## config.mk

```make
export PLATFORM = sky130hd
export DESIGN_NAME = egg_timer_ctrl
export DESIGN_NICKNAME = d
export VERILOG_FILES = /design/src/rtl/egg_timer_pkg.sv /design/src/rtl/egg_bcd_mmss.sv /design/src/rtl/egg_timer_ctrl.sv
export SDC_FILE = /design/constraint.sdc
export NUM_CORES = 1
export LEC_CHECK = 0
export ABC_CLOCK_PERIOD_IN_PS = 7100
export BUFFER_PORTS_ARGS = -buffer_cell sky130_fd_sc_hd__buf_2
export CAP_MARGIN = 15
export CORE_ASPECT_RATIO = 0.75
export CORE_MARGIN = 2
export CORE_UTILIZATION = 46
export CTS_CLUSTER_DIAMETER = 120
export DETAILED_ROUTE_END_ITERATION = 6
export PLACE_DENSITY = 0.6
export SLEW_MARGIN = 10
export SYNTH_ARGS = -nofsm -noshare
export SYNTH_HDL_FRONTEND = slang
export SYNTH_SLANG_ARGS = --single-unit
export TNS_END_PERCENT = 20
```

## constraint.sdc

```tcl
create_clock -name clk -period 7.1 [get_ports clk]
set_input_delay 1.42 -clock clk [delete_from_list [all_inputs] [get_ports clk]]
set_output_delay 1.42 -clock clk [all_outputs]
set_load 0.02 [all_outputs]
```

## src/rtl/egg_timer_pkg.sv

```systemverilog
// Shared definitions for the egg timer controller.
//   state_t    : controller FSM encoding (visible on the top-level 'state' port)
//   DIGIT_W    : width of one BCD digit
//   SEC_LIMIT  : highest seconds value (59); tens/ones limits derived from it
//   MMSS_W     : width of a packed {min_tens, min_ones, sec_tens, sec_ones} value
package egg_timer_pkg;

    typedef enum logic [1:0] {
        ST_IDLE  = 2'd0,
        ST_RUN   = 2'd1,
        ST_PAUSE = 2'd2,
        ST_ALARM = 2'd3
    } state_t;

    localparam int DIGIT_W   = 4;
    localparam int SEC_LIMIT = 59;
    localparam int MMSS_W    = 4 * DIGIT_W;

    localparam logic [DIGIT_W-1:0] SEC_TENS_MAX = DIGIT_W'(SEC_LIMIT / 10);
    localparam logic [DIGIT_W-1:0] SEC_ONES_MAX = DIGIT_W'(SEC_LIMIT % 10);
    localparam logic [DIGIT_W-1:0] BCD_NINE     = DIGIT_W'(9);

endpackage

```

## src/rtl/egg_bcd_mmss.sv

```systemverilog
// mm:ss time register held as four BCD digits.
// Parameters:
//   MAX_MIN : highest minute value reached by inc_min before wrapping to 00
// Ports:
//   clk, rst            : clock, synchronous active-high reset
//   clr                 : zero all digits (highest priority)
//   load, load_val      : load {mt, mo, st, so} from load_val
//   dec                 : subtract one second with borrow from minutes
//   inc_min             : step minutes 00..MAX_MIN, wrap to 00
//   inc_sec             : step seconds 00..59, wrap to 00, no carry into minutes
//   min_tens..sec_ones  : registered digits
//   zero                : time is 00:00
//   one_left            : time is 00:01 (the next dec reaches 00:00)
module egg_bcd_mmss
    import egg_timer_pkg::*;
#(
    parameter int MAX_MIN = 99
) (
    input  logic              clk,
    input  logic              rst,
    input  logic              clr,
    input  logic              load,
    input  logic [MMSS_W-1:0] load_val,
    input  logic              dec,
    input  logic              inc_min,
    input  logic              inc_sec,
    output logic [3:0]        min_tens,
    output logic [3:0]        min_ones,
    output logic [3:0]        sec_tens,
    output logic [3:0]        sec_ones,
    output logic              zero,
    output logic              one_left
);

    localparam logic [DIGIT_W-1:0] MIN_TENS_MAX = DIGIT_W'(MAX_MIN / 10);
    localparam logic [DIGIT_W-1:0] MIN_ONES_MAX = DIGIT_W'(MAX_MIN % 10);

    logic [DIGIT_W-1:0] mt_q, mo_q, st_q, so_q;

    always_ff @(posedge clk) begin
        if (rst) begin
            mt_q <= '0;
            mo_q <= '0;
            st_q <= '0;
            so_q <= '0;
        end else if (clr) begin
            mt_q <= '0;
            mo_q <= '0;
            st_q <= '0;
            so_q <= '0;
        end else if (load) begin
            {mt_q, mo_q, st_q, so_q} <= load_val;
        end else if (dec) begin
            if (so_q != '0) begin
                so_q <= so_q - 4'd1;
            end else if (st_q != '0) begin
                st_q <= st_q - 4'd1;
                so_q <= BCD_NINE;
            end else if ((mt_q != '0) || (mo_q != '0)) begin
                // ss=00: borrow a minute, seconds restart at 59
                st_q <= SEC_TENS_MAX;
                so_q <= SEC_ONES_MAX;
                if (mo_q != '0) begin
                    mo_q <= mo_q - 4'd1;
                end else begin
                    mt_q <= mt_q - 4'd1;
                    mo_q <= BCD_NINE;
                end
            end
        end else if (inc_min) begin
            if ((mt_q == MIN_TENS_MAX) && (mo_q == MIN_ONES_MAX)) begin
                mt_q <= '0;
                mo_q <= '0;
            end else if (mo_q >= BCD_NINE) begin
                mt_q <= mt_q + 4'd1;
                mo_q <= '0;
            end else begin
                mo_q <= mo_q + 4'd1;
            end
        end else if (inc_sec) begin
            if ((st_q == SEC_TENS_MAX) && (so_q == SEC_ONES_MAX)) begin
                st_q <= '0;
                so_q <= '0;
            end else if (so_q >= BCD_NINE) begin
                st_q <= st_q + 4'd1;
                so_q <= '0;
            end else begin
                so_q <= so_q + 4'd1;
            end
        end
    end

    assign min_tens = mt_q;
    assign min_ones = mo_q;
    assign sec_tens = st_q;
    assign sec_ones = so_q;

    assign zero     = (mt_q == '0) && (mo_q == '0) && (st_q == '0) && (so_q == '0);
    assign one_left = (mt_q == '0) && (mo_q == '0) && (st_q == '0) && (so_q == 4'd1);

endmodule

```

## src/rtl/egg_timer_ctrl.sv

```systemverilog
// Kitchen egg timer controller: set mm:ss with buttons, count down on the
// 1 Hz tick, raise an alarm for ALARM_SECS seconds, then reload the preset.
// Parameters:
//   MAX_MIN    : highest settable minute value (1..99)
//   ALARM_SECS : tick_1hz pulses the alarm stays asserted (1..255)
// Ports:
//   clk, rst                       : clock, synchronous active-high reset
//   tick_1hz                       : one-clk pulse per second
//   btn_start_stop, btn_min_inc,
//   btn_sec_inc, btn_clear         : one-clk button pulses
//   min_tens..sec_ones             : registered BCD display digits
//   state                          : FSM state (IDLE=0 RUN=1 PAUSE=2 ALARM=3)
//   alarm                          : high only in ALARM
//   display_blank                  : display blanking request
// Build option: EGG_TIMER_BLINK_EN makes display_blank toggle on each tick
// in PAUSE and ALARM; without it display_blank is tied to 0.
//
// state    | meaning
// ---------+----------------------------------------------------------
// ST_IDLE  | setting time with inc buttons; start_stop arms if != 00:00
// ST_RUN   | counting down one second per tick
// ST_PAUSE | countdown frozen, ticks ignored
// ST_ALARM | alarm asserted; ends after ALARM_SECS ticks or any button
module egg_timer_ctrl
    import egg_timer_pkg::*;
#(
    parameter int MAX_MIN    = 99,
    parameter int ALARM_SECS = 10
) (
    input  logic       clk,
    input  logic       rst,
    input  logic       tick_1hz,
    input  logic       btn_start_stop,
    input  logic       btn_min_inc,
    input  logic       btn_sec_inc,
    input  logic       btn_clear,
    output logic [3:0] min_tens,
    output logic [3:0] min_ones,
    output logic [3:0] sec_tens,
    output logic [3:0] sec_ones,
    output logic [1:0] state,
    output logic       alarm,
    output logic       display_blank
);

    localparam logic [7:0] ALARM_LOAD = 8'(ALARM_SECS);

    state_t            state_q;
    logic              alarm_q;
    logic [7:0]        alarm_cnt_q;
    logic [MMSS_W-1:0] preset_q;

    logic act_clear, act_ss, act_min, act_sec, any_btn;
    logic alarm_done;
    logic t_clr, t_load, t_dec, t_inc_min, t_inc_sec;
    logic t_zero, t_one_left;

    // One button acts per cycle: clear > start_stop > min_inc > sec_inc.
    always_comb begin
        act_clear  = btn_clear;
        act_ss     = btn_start_stop & ~btn_clear;
        act_min    = btn_min_inc & ~btn_start_stop & ~btn_clear;
        act_sec    = btn_sec_inc & ~btn_min_inc & ~btn_start_stop & ~btn_clear;
        any_btn    = btn_clear | btn_start_stop | btn_min_inc | btn_sec_inc;
        // Down-counter terminal count: the tick that would take it to 0 ends the alarm.
        alarm_done = tick_1hz && (alarm_cnt_q <= 8'd1);

        t_clr     = 1'b0;
        t_load    = 1'b0;
        t_dec     = 1'b0;
        t_inc_min = 1'b0;
        t_inc_sec = 1'b0;
        case (state_q)
            ST_IDLE: begin
                t_clr     = act_clear;
                t_inc_min = act_min;
                t_inc_sec = act_sec;
            end
            ST_RUN: begin
                t_clr = act_clear;
                // start_stop does not block the tick; the decrement still happens.
                t_dec = tick_1hz & ~act_clear;
            end
            ST_PAUSE: t_clr  = act_clear;
            ST_ALARM: t_load = any_btn | alarm_done;
            default: ;
        endcase
    end

    egg_bcd_mmss #(
        .MAX_MIN (MAX_MIN)
    ) u_mmss (
        .clk      (clk),
        .rst      (rst),
        .clr      (t_clr),
        .load     (t_load),
        .load_val (preset_q),
        .dec      (t_dec),
        .inc_min  (t_inc_min),
        .inc_sec  (t_inc_sec),
        .min_tens (min_tens),
        .min_ones (min_ones),
        .sec_tens (sec_tens),
        .sec_ones (sec_ones),
        .zero     (t_zero),
        .one_left (t_one_left)
    );

    always_ff @(posedge clk) begin
        if (rst) begin
            state_q     <= ST_IDLE;
            alarm_q     <= 1'b0;
            alarm_cnt_q <= '0;
            preset_q    <= '0;
        end else begin
            case (state_q)
                ST_IDLE: begin
                    if (act_clear) begin
                        preset_q <= '0;
                    end else if (act_ss && !t_zero) begin
                        preset_q <= {min_tens, min_ones, sec_tens, sec_ones};
                        state_q  <= ST_RUN;
                    end
                end
                ST_RUN: begin
                    if (act_clear) begin
                        preset_q <= '0;
                        state_q  <= ST_IDLE;
                    end else if (tick_1hz && t_one_left) begin
                        // Reaching 00:00 beats a simultaneous pause request.
                        state_q     <= ST_ALARM;
                        alarm_q     <= 1'b1;
                        alarm_cnt_q <= ALARM_LOAD;
                    end else if (act_ss) begin
                        state_q <= ST_PAUSE;
                    end
                end
                ST_PAUSE: begin
                    if (act_clear) begin
                        preset_q <= '0;
                        state_q  <= ST_IDLE;
                    end else if (act_ss) begin
                        state_q <= ST_RUN;
                    end
                end
                ST_ALARM: begin
                    if (any_btn || alarm_done) begin
                        state_q     <= ST_IDLE;
                        alarm_q     <= 1'b0;
                        alarm_cnt_q <= '0;
                    end else if (tick_1hz) begin
                        alarm_cnt_q <= alarm_cnt_q - 8'd1;
                    end
                end
                default: begin
                    state_q <= ST_IDLE;
                    alarm_q <= 1'b0;
                end
            endcase
        end
    end

    assign state = state_q;
    assign alarm = alarm_q;

`ifdef EGG_TIMER_BLINK_EN
    logic blank_q;
    logic blank_clr, blank_tgl;

    // Blank is forced low whenever the next state is IDLE or RUN.
    always_comb begin
        blank_tgl = tick_1hz & ((state_q == ST_PAUSE) | (state_q == ST_ALARM));
        blank_clr = 1'b0;
        case (state_q)
            ST_IDLE:  blank_clr = 1'b1;
            ST_RUN:   blank_clr = act_clear | ~((tick_1hz & t_one_left) | act_ss);
            ST_PAUSE: blank_clr = act_clear | act_ss;
            ST_ALARM: blank_clr = t_load;
            default:  blank_clr = 1'b1;
        endcase
    end

    always_ff @(posedge clk) begin
        if (rst) begin
            blank_q <= 1'b0;
        end else if (blank_clr) begin
            blank_q <= 1'b0;
        end else if (blank_tgl) begin
            blank_q <= ~blank_q;
        end
    end

    assign display_blank = blank_q;
`else
    assign display_blank = 1'b0;
`endif

endmodule
```

# == Word-level counts from Yosys, hierarchy flattened ==
# Cells that the tools add are included.
# op_classes
muxes,63
magnitude_cmp,3
bitwise_logic,14
reduce_logical,38
n_eq_ne,25
addsub,9
# ops
op,count
$mux W4,36
$mux W16,3
$mux W8,4
$pmux W16 S2,1
$reduce_bool A4 Y1,6
$ne A3 B3 Y1 const B,7
$add A4 B1 Y4 const B,4
$logic_not A4 Y1,4
$mux W2,8
$pmux W8 S2,1
$sub A4 B1 Y4 const B,4
$eq A4 B4 Y1 const B,3
$reduce_and A4 Y1,3
$ne A2 B2 Y1 const B,5
$reduce_and A5 Y1,2
$logic_and A1 B1 Y1,9
$ge A4 B4 Y1 const B,2
$le A8 B1 Y1 const B,1
$mux W1,8
$pmux W2 S4,1
$sub A8 B1 Y8 const B,1
$and A1 B1 Y1,7
$reduce_and A3 Y1,2
$reduce_and A6 Y1,1
other kinds (19),29
# totals
regBits,43
wordCells,160
output_inout_bits,20

# == Longest topological paths before layout ==
# Gate-level depths: netlist of run 1.
# logic_depth
depth_word,9
mapped_depth,10

# == Cells and area by module ==
# From an unflattened synthesis of run 1, not the netlist that was laid out.
# unflattened
cells_unflattened,378
hier_area_um2,2992.9
# by_module_without_submodules
mod,area_per_inst_um2,n_inst,cells_each
egg_bcd_mmss,1639.1,1,215
egg_timer_ctrl,1353.8,1,163

# == Worst setup path before layout of run 1 ==
# Ideal clock, no wire load.
# synth_timing
kind,input -> register
from,input btn_clear
to,register alarm_cnt_q[0]
arrival_ns,2.956
required_time_ns,6.971
path_stages,6
setup_slack_ns,4.015
setup_time_ns,0.129
n_path_buf,1
cell_sequence,clkbuf_1 > or4b_1 > o41ai_4 > o21ai_1 > o21bai_1 > nor2_1
# synth_via
elab_chain_cells,6
elab_cells_between_ends,9
# synth_rtl
element,line,source
from (decl),egg_timer_ctrl.sv:36,"input logic btn_clear,"
$or A1 B1 Y1 (3 in a row),egg_timer_ctrl.sv:64,any_btn = btn_clear | btn_start_stop | btn_min_inc | btn_sec_inc;
$logic_or A1 B1 Y1,egg_timer_ctrl.sv:147,if (any_btn || alarm_done) begin
$ne A3 B3 Y1 (no source line) / $mux W8 (equally long branches),-,
$reduce_and A4 Y1 (no source line) / $pmux W8 S2 (equally long branches),-,
to (signal assigned),egg_timer_ctrl.sv:152,alarm_cnt_q <= alarm_cnt_q - 8'd1;
to (decl),egg_timer_ctrl.sv:50,logic [7:0] alarm_cnt_q;
# Several ways; a longest one is shown, not always the timed one.
# A chain may end at the register's enable or synchronous reset.

# == Final worst setup path of run 1 ==
# layout_timing
from,input btn_clear
to,"register u_mmss.so_q[1], in the netlist u_mmss.sec_ones[1]"
# layout_via
elab_chain_cells,7
elab_cells_between_ends,20
# layout_rtl
element,line,source
$or A1 B1 Y1 (3 in a row),egg_timer_ctrl.sv:64,
$or A1 B1 Y1,egg_timer_ctrl.sv:85,ST_ALARM: t_load = any_btn | alarm_done;
$mux W1,egg_timer_ctrl.sv:73,case (state_q)
"$ne A5 B2 Y1 (no source line), or another cell as far along",-,
$reduce_and A3 Y1 (no source line),-,
to (signal assigned),egg_bcd_mmss.sv:52,"{mt_q, mo_q, st_q, so_q} <= load_val;"
to (signal assigned),egg_bcd_mmss.sv:55,so_q <= so_q - 4'd1;
to (signal assigned),egg_bcd_mmss.sv:88,so_q <= so_q + 4'd1;
to (decl),egg_bcd_mmss.sv:38,"logic [DIGIT_W-1:0] mt_q, mo_q, st_q, so_q;"
# Several ways; a longest one is shown, not always the timed one.

==> results of run 1 <==
==> state kept, by name (all words and copies together), names as in the netlist <==
register / cells
u_mmss.min_tens: 4
u_mmss.min_ones: 4
alarm: 1
u_mmss.sec_tens: 4
u_mmss.sec_ones: 4
preset_q: 16
alarm_cnt_q: 8
state: 2
==> worst max-delay path: cells and delay by family <==
kind            cells  cell delay [ns]
buf+inv             1             0.16
compound gates      2             0.55
simple gates        3             1.55
==> per-layer routing <==
layer / up-vias / wire length [um]
li1: 1334 / -
met3: 5 / 279
met4: 0 / 60
met1: 1246 / 4040
met5: - / 0
met2: 58 / 2990
==> cell type report <==
type                    count  area, um^2  share of cell area
flip-flops and latches     43         861               0.273
inverters                  21        78.8              0.0250
clock inverters             1        5.00             0.00159
well taps                  81         101              0.0321
multi-input cells         261        1890               0.600
clock buffers               7        76.3              0.0242
repair buffers             27         140              0.0444
==> report_power, final <==
group | switching (mW) | total [mW] | internal [mW]
logic | 0.127 | 0.202 | 0.0751
clock network | 0.0837 | 0.153 | 0.0691
registers | 0.0220 | 0.282 | 0.260
total | 0.233 | 0.637 | 0.404
==> worst paths after layout <==
path	start	endpoint	slack, ns	depth (start not counted)
min	preset_q[7]	preset_q[7]	0.47	1
max	btn_clear	u_mmss.sec_ones[1]	3.63	6
min reg2reg	preset_q[7]	preset_q[7]	0.47	1
max reg2reg	alarm_cnt_q[2]	u_mmss.min_tens[0]	4.24	5
==> cells by family after synthesis <==
logic type	Yosys count	synth area share
compound gates	114	0.292
simple gates	114	0.220
buf+inv	47	0.0734
flops	43	0.290
fa+ha+maj	22	0.0928
xor+xnor	7	0.0207
mux	3	0.0101
other cells	1	0.00126
==> stage by stage <==
stage | utilization | instances | cell area (um^2) | worst slack (ns) | total power, mW
2_1_floorplan | - | 351 | 2970 | 4.01 | 0.443
3_3_place_gp | 0.491 | 433 | 3070 | 3.55 | 0.486
3_5_place_dp | 0.491 | 433 | 3070 | 3.27 | 0.488
4_1_cts | 0.504 | 441 | 3160 | 3.65 | 0.641
5_1_grt | 0.504 | 441 | 3160 | 3.44 | 0.679
6_report | 0.504 | 441 | 3160 | 3.63 | 0.637
==> cell usage in the layout (no fill, tap or decap), drive strengths merged, types with 4 or more instances in the layout <==
cell type,n
o22ai,4
nand2,18
nand2b,4
buf,27
and2,5
o21ai,31
a31oi,11
a211o,9
or4,4
xor2,6
nor2,25
o221ai,4
a22o,16
ha,22
or3b,5
nand4,7
a21oi,9
nor4,4
inv,21
dfxtp,43
clkbuf,7
nand3,16
nor3,7
o41ai,4
==> reports/metrics.csv, run 1 <==
stage,metric,value,unit
min_path,hold_path_class,register to register,
logic_synthesis,synth_sequential_area_ratio,0.290,
clock_network,buffer_type_at_the_clock_tree_root,sky130_fd_sc_hd__clkbuf_8,
clock_network,tritoncts_num_sinks,43,
power,pwr_density_cell,202,nW/um^2
global_routing,antenna_found_initial,0,
logic_synthesis,syn_area_per_cell,8.45,um^2
cells_and_area,area_growth_syn_to_layout,6.37,%
logic_synthesis,synth_cell_type_count,69,
logic_synthesis,netlist_instances,351,
global_routing,first_global_vias,2378,
global_routing,grt_overflow,0,
logic_synthesis,ys.warnings.count,0,
sta,fmaxAchievable,289,MHz
setup_path,endpoint_kind_of_the_worst_setup_timing_path,register,
logic_synthesis,post-synth-top-area-cell,sky130_fd_sc_hd__dfxtp_1,
routing,firstDrtPassIters,4,
placed_design,numPortBuffers,25,
logic_synthesis,synth-async-reset-ratio,0,
cells_and_area,design.final.nets,388,
setup_path,path_cells,"buf_2, nor4_1, o41ai_4, nand2_1, nand2_1, o31ai_1",
cells_and_area,n_antenna_cell,0,
global_routing,grt_first_pass_wirelength,12600,um
logic_synthesis,synthesis.area,2970,um^2
logic_synthesis,synth_largest_type_area_fraction,0.290,
clock_network,clkLatencyLatePin,0.30,ns
cells_and_area,num-fill-cells,631,
power,power_leakage,1.18,nW
routing,drtAntennaViolNets,0,
sta,finalCritPeriodShare,0.488,
routing,wire_per_inst,16.7,um
global_routing,global_routing_usage_summed_across_all_routing_layers,0.218,
clock_network,cts.reportedPaths.clkPinSlew,0.08,ns
global_routing,use_met1,0.334,
clock_network,max_clock_buf_depth,2,
sta,finalSetupViolations,0,
clock_network,post_cts_setup_buffer_count,0,
floorplan,io_pins,27,
setup_path,cp.arrival,3.68,ns
global_routing,grt.met2_usage,0.307,
floorplan,start_util,0.474,
setup_path,critical_path_peak_fanout,26,
setup_path,path_class,input port to register,
sta,timing.setup.tns,0,ns
logic_synthesis,postSynthNetCount,380,
global_routing,grt_start_max_net_pins,28,
run,cap_viol_max_count,0,
routing,drtIter0Drc,175,
routing,overall_via_count_from_detail_route,2643,
sta,post-route-min-period,3.47,ns
clock_network,cts_tree,yes,
clock_network,postCtsHoldBufs,0,
cells_and_area,layout-drive-gt1-share,0.131,
clock_network,h-tree-depth,2,
logic_synthesis,yosys.cell_count.top_type,sky130_fd_sc_hd__dfxtp_1,
global_routing,gr-max-usage-layer,met1,
floorplan,die_y,73.5,um
setup_path,cpPeakStageDelay,0.69,ns
sta,worst_pin_slew,0.999,ns
floorplan,die-area,7110,um^2
setup_path,critical_path_required,7.31,ns
sta,timing.slew.headroom,0.332,
setup_path,cpMostUsedCell,sky130_fd_sc_hd__nand2_1,
power,worst_ir_drop_vdd,0.144,mV
floorplan,floorplan.core_area,6260,um^2
clock_network,cts_made_buffers,5,
sta,timing_hold_violations_final,0,
logic_synthesis,synth_ff_type,sky130_fd_sc_hd__dfxtp_1,
sta,grt_setup_unrepaired,false,
setup_path,cpMaxStageDelayCell,sky130_fd_sc_hd__nand2_1,
global_routing,use_met3,0.0371,
floorplan,placementRows,25,
placed_design,dp.final_hpwl,5150,um
routing,vias_per_cell,5.99,
sta,count_of_final_max_slew_check_failures,0,
placed_design,weighted_congestion_reported_at_the_end_of_routability_driven_placement,0.916,
routing,drc_violations_left,0,
logic_synthesis,synth_commonest_cells,"sky130_fd_sc_hd__dfxtp_1, sky130_fd_sc_hd__o21ai_0, sky130_fd_sc_hd__nor2_1",
floorplan,die_width,96.7,um
sta,worst_clock_skew,0.00138,ns
sta,whs,0.474,ns
logic_synthesis,synth-seq-cells,43,
logic_synthesis,synth_area_leaders,"sky130_fd_sc_hd__dfxtp_1, sky130_fd_sc_hd__ha_1, sky130_fd_sc_hd__o21ai_0, sky130_fd_sc_hd__a22o_1, sky130_fd_sc_hd__nor2_1",
setup_path,launching_element_type_of_the_critical_path,input port,
clock_network,resized_cells_post_cts,0,
logic_synthesis,synth-edff-count,0,
routing,postRouteWirelength,7370,um
status,outcome,"complete, no violations",
Power figures use the tool's default switching activity.
==> run 2, diff against run 1 <==
ABC_AREA = 1   (was default)
ABC_CLOCK_PERIOD_IN_PS = 3370   (was 7100)
clock period = 3.37 ns   (was 7.1 ns; I/O delays follow)
==> reports/metrics.csv, run 2 <==
stage,metric,value,unit,change
clock_network,cts_tree,yes,,
cells_and_area,regArea,861,um^2,unchanged
clock_network,h-tree-depth,2,,unchanged
routing,drtAntennaViolNets,0,,unchanged
logic_synthesis,netlist_instances,475,,+35%
floorplan,die_y,77.1,um,+4.9%
clock_network,clkLatencyLatePin,0.31,ns,about the same
routing,postRouteWirelength,8560,um,+16%
routing,drc_violations_left,0,,unchanged
power,worst_ir_drop_vdd,0.300,mV,+110%
setup_path,r2r_start,state[1],,
logic_synthesis,synth-seq-cells,43,,unchanged
placed_design,place.detailed.instances,579,,+34%
sta,timing.slew.headroom,0.427,,+0.0953
logic_synthesis,synth_largest_type_area_fraction,0.262,,-0.0277
cells_and_area,reg_top3,"preset_q (16), alarm_cnt_q (8)",,
global_routing,global_routing_usage_summed_across_all_routing_layers,0.229,,+0.0113
sta,finalSetupViolations,0,,unchanged
setup_path,critical_path_peak_fanout,17,,-35%
floorplan,die-area,7830,um^2,+10%
cells_and_area,largest_register_ff_count,16,,unchanged
sta,grt_setup_unrepaired,false,,
cells_and_area,mostFrequentLayoutCells,"sky130_fd_sc_hd__nand2_1, sky130_fd_sc_hd__nor2_1, sky130_fd_sc_hd__dfxtp_1",,
logic_synthesis,ys.warnings.count,0,,unchanged
logic_synthesis,synth-edff-count,0,,unchanged
run,cap_viol_max_count,0,,unchanged
setup_path,timing.reg2reg.worst_path_depth,8,,+3
sta,worst_clock_skew,0.00792,ns,+0.00654 ns
logic_synthesis,synth-async-reset-ratio,0,,unchanged
placed_design,numPortBuffers,25,,unchanged
global_routing,first_global_vias,2861,,+20%
global_routing,grt_start_max_net_pins,28,,unchanged
cells_and_area,layout.cells.most_common,sky130_fd_sc_hd__nand2_1,,
sta,worst_pin_slew,0.859,ns,-0.141 ns
logic_synthesis,synth_cell_type_count,43,,-38%
cells_and_area,instances_no_fill,587,,+33%
floorplan,start_util,0.478,,+0.00356
global_routing,antenna_found_initial,0,,unchanged
routing,overall_via_count_from_detail_route,3155,,+19%
logic_synthesis,synth_sequential_area_ratio,0.262,,-0.0277
logic_synthesis,yosys.cell_count.top_type,sky130_fd_sc_hd__nand2_1,,
setup_path,path_class,register to register,,
placed_design,dp.final_hpwl,6170,um,+20%
cells_and_area,num-fill-cells,703,,+11%
setup_path,launching_element_type_of_the_critical_path,register,,
clock_network,resized_cells_post_cts,0,,unchanged
sta,timing.setup.tns,0,ns,unchanged
power,power_leakage,1.52,nW,+29%
sta,post-route-min-period,2.49,ns,
min_path,hold_path_class,register to register,,
floorplan,floorplan.core_area,6860,um^2,+9.7%
logic_synthesis,post-synth-top-area-cell,sky130_fd_sc_hd__dfxtp_1,,
clock_network,cts.reportedPaths.clkPinSlew,0.08,ns,about the same
sta,fmaxAchievable,401,MHz,
global_routing,grt_overflow,0,,unchanged
setup_path,cpPeakStageDelay,0.51,ns,-0.18 ns
cells_and_area,finalCoreUtilization,0.506,,+0.00198
logic_synthesis,synth_commonest_cells,"sky130_fd_sc_hd__nand2_1, sky130_fd_sc_hd__nor2_1, sky130_fd_sc_hd__dfxtp_1",,
cells_and_area,multi_input_logic_area,2080,um^2,+10%
clock_network,post_cts_setup_buffer_count,0,,unchanged
clock_network,max_clock_buf_depth,2,,unchanged
routing,drtIter0Drc,213,,+22%
sta,timing_hold_violations_final,0,,unchanged
routing,wire_per_inst,14.6,um,-13%
power,pwr_density_cell,586,nW/um^2,+190%
clock_network,postCtsHoldBufs,0,,unchanged
setup_path,cp.arrival,2.73,ns,-0.95 ns
sta,finalCritPeriodShare,0.740,,
sta,whs,0.482,ns,+0.00801 ns
clock_network,buffer_type_at_the_clock_tree_root,sky130_fd_sc_hd__clkbuf_8,,
cells_and_area,layout-drive-gt1-share,0.135,,+0.00441
floorplan,die_width,101,um,+4.9%
setup_path,r2r_setup_slack,0.88,ns,-3.36 ns
cells_and_area,regMostFlops,preset_q,,
cells_and_area,n_antenna_cell,0,,unchanged
logic_synthesis,syn_area_per_cell,6.90,um^2,-18%
setup_path,endpoint_kind_of_the_worst_setup_timing_path,register,,
clock_network,tritoncts_num_sinks,43,,unchanged
min_path,timing.hold.worst_path_depth,2,,+1
sta,count_of_final_max_slew_check_failures,0,,unchanged
logic_synthesis,postSynthNetCount,504,,+33%
logic_synthesis,synth_area_leaders,"sky130_fd_sc_hd__dfxtp_1, sky130_fd_sc_hd__nand2_1, sky130_fd_sc_hd__ha_1, sky130_fd_sc_hd__nand3_1, sky130_fd_sc_hd__nor2_1",,
routing,firstDrtPassIters,4,,unchanged
routing,vias_per_cell,5.37,,-10%
status,outcome,"complete, no violations",,
power,report.power.total,2.04,mW,+220%
logic_synthesis,synthesis.area,3280,um^2,+11%
cells_and_area,design.final.nets,517,,+33%
global_routing,grt_first_pass_wirelength,14300,um,+14%
logic_synthesis,synth_ff_type,sky130_fd_sc_hd__dfxtp_1,,
setup_path,worst_setup_path_startpoint,state[1],,
floorplan,placementRows,26,,+4.0%
setup_path,path_cells,"ha_1, inv_1, nand2_1, buf_4, nand2_1, inv_1, o21ai_0, nor2_1",,
floorplan,io_pins,27,,unchanged
setup_path,critical_path_required,3.60,ns,-3.71 ns
setup_path,rr_endpoint,u_mmss.min_ones[2],,
setup_path,cpMaxStageDelayCell,sky130_fd_sc_hd__ha_1,,
clock_network,cts_made_buffers,5,,unchanged
setup_path,crit_end,u_mmss.min_ones[2],,
placed_design,weighted_congestion_reported_at_the_end_of_routability_driven_placement,0.859,,-6.2%
cells_and_area,area_growth_syn_to_layout,5.99,%,
-- run 2: changes by cell type after synthesis, moves of 9 or more --
| cell | change |
|---|---|
| sky130_fd_sc_hd__nand4_1 | +18 |
| sky130_fd_sc_hd__a211o_1 | -9 |
| sky130_fd_sc_hd__a22o_1 | -16 |
| sky130_fd_sc_hd__nand2_1 | +80 |
| sky130_fd_sc_hd__inv_1 | +21 |
| sky130_fd_sc_hd__a21oi_1 | +20 |
| sky130_fd_sc_hd__nor2_1 | +23 |
| sky130_fd_sc_hd__nand3_1 | +24 |
-- run 2: layout make-up --
class                      count  area share
timing repair buffer          28      0.0425
multi-input combinational    363       0.600
inverter                      47      0.0515
clock buffer                   7      0.0220
tap                           98      0.0353
sequential                    43       0.248
clock inverter                 1     0.00144
-- run 2: worst min path at each step --
stage,start,end,slack (ns)
CTS,preset_q[1],preset_q[1],0.48
global route,preset_q[12],preset_q[12],0.50
detailed placement,preset_q[1],preset_q[1],0.47
finish,preset_q[4],preset_q[4],0.48
global placement,alarm,alarm,0.46
floorplan,preset_q[10],preset_q[10],0.45
-- run 2: worst max-delay path: cells and delay by family (launching register included) --
family / cells / cell delay (ns)
compound gates: 1 / 0.17
fa+ha+maj: 1 / 0.51
flops: 1 / 0.42
simple gates: 3 / 0.47
buf+inv: 3 / 0.85
-- run 2: metal layers --
layer	GRT usage	vias to the layer above	share of wire
met5	0	-	0
met4	0.0541	0	0.0089
met3	0.0346	8	0.049
met2	0.336	80	0.43
met1	0.349	1472	0.51
li1	-	1595	-
-- run 2: cells by family (layout without fill, tap and decap cells) --
kind of cell	count (synthesis)	after routing	synth area share
simple gates	250	250	0.377
compound gates	73	73	0.128
buf+inv	69	83	0.102
flops	43	43	0.262
fa+ha+maj	22	22	0.0839
xor+xnor	17	17	0.0454
other cells	1	1	0.00114
-- run 2: power by group --
part,internal (mW),total (mW),switching (mW)
clock network,0.146,0.332,0.186
registers,0.559,0.622,0.0624
logic,0.318,1.08,0.765
total,1.02,2.04,1.01
-- run 2: through the flow --
| step | setup slack [ns] | area (um^2) |
|---|---|---|
| 2_1_floorplan | 1.44 | 3280 |
| 3_3_place_gp | 0.935 | 3390 |
| 3_5_place_dp | 0.957 | 3390 |
| 4_1_cts | 0.931 | 3480 |
| 5_1_grt | 0.699 | 3480 |
| 6_report | 0.877 | 3480 |
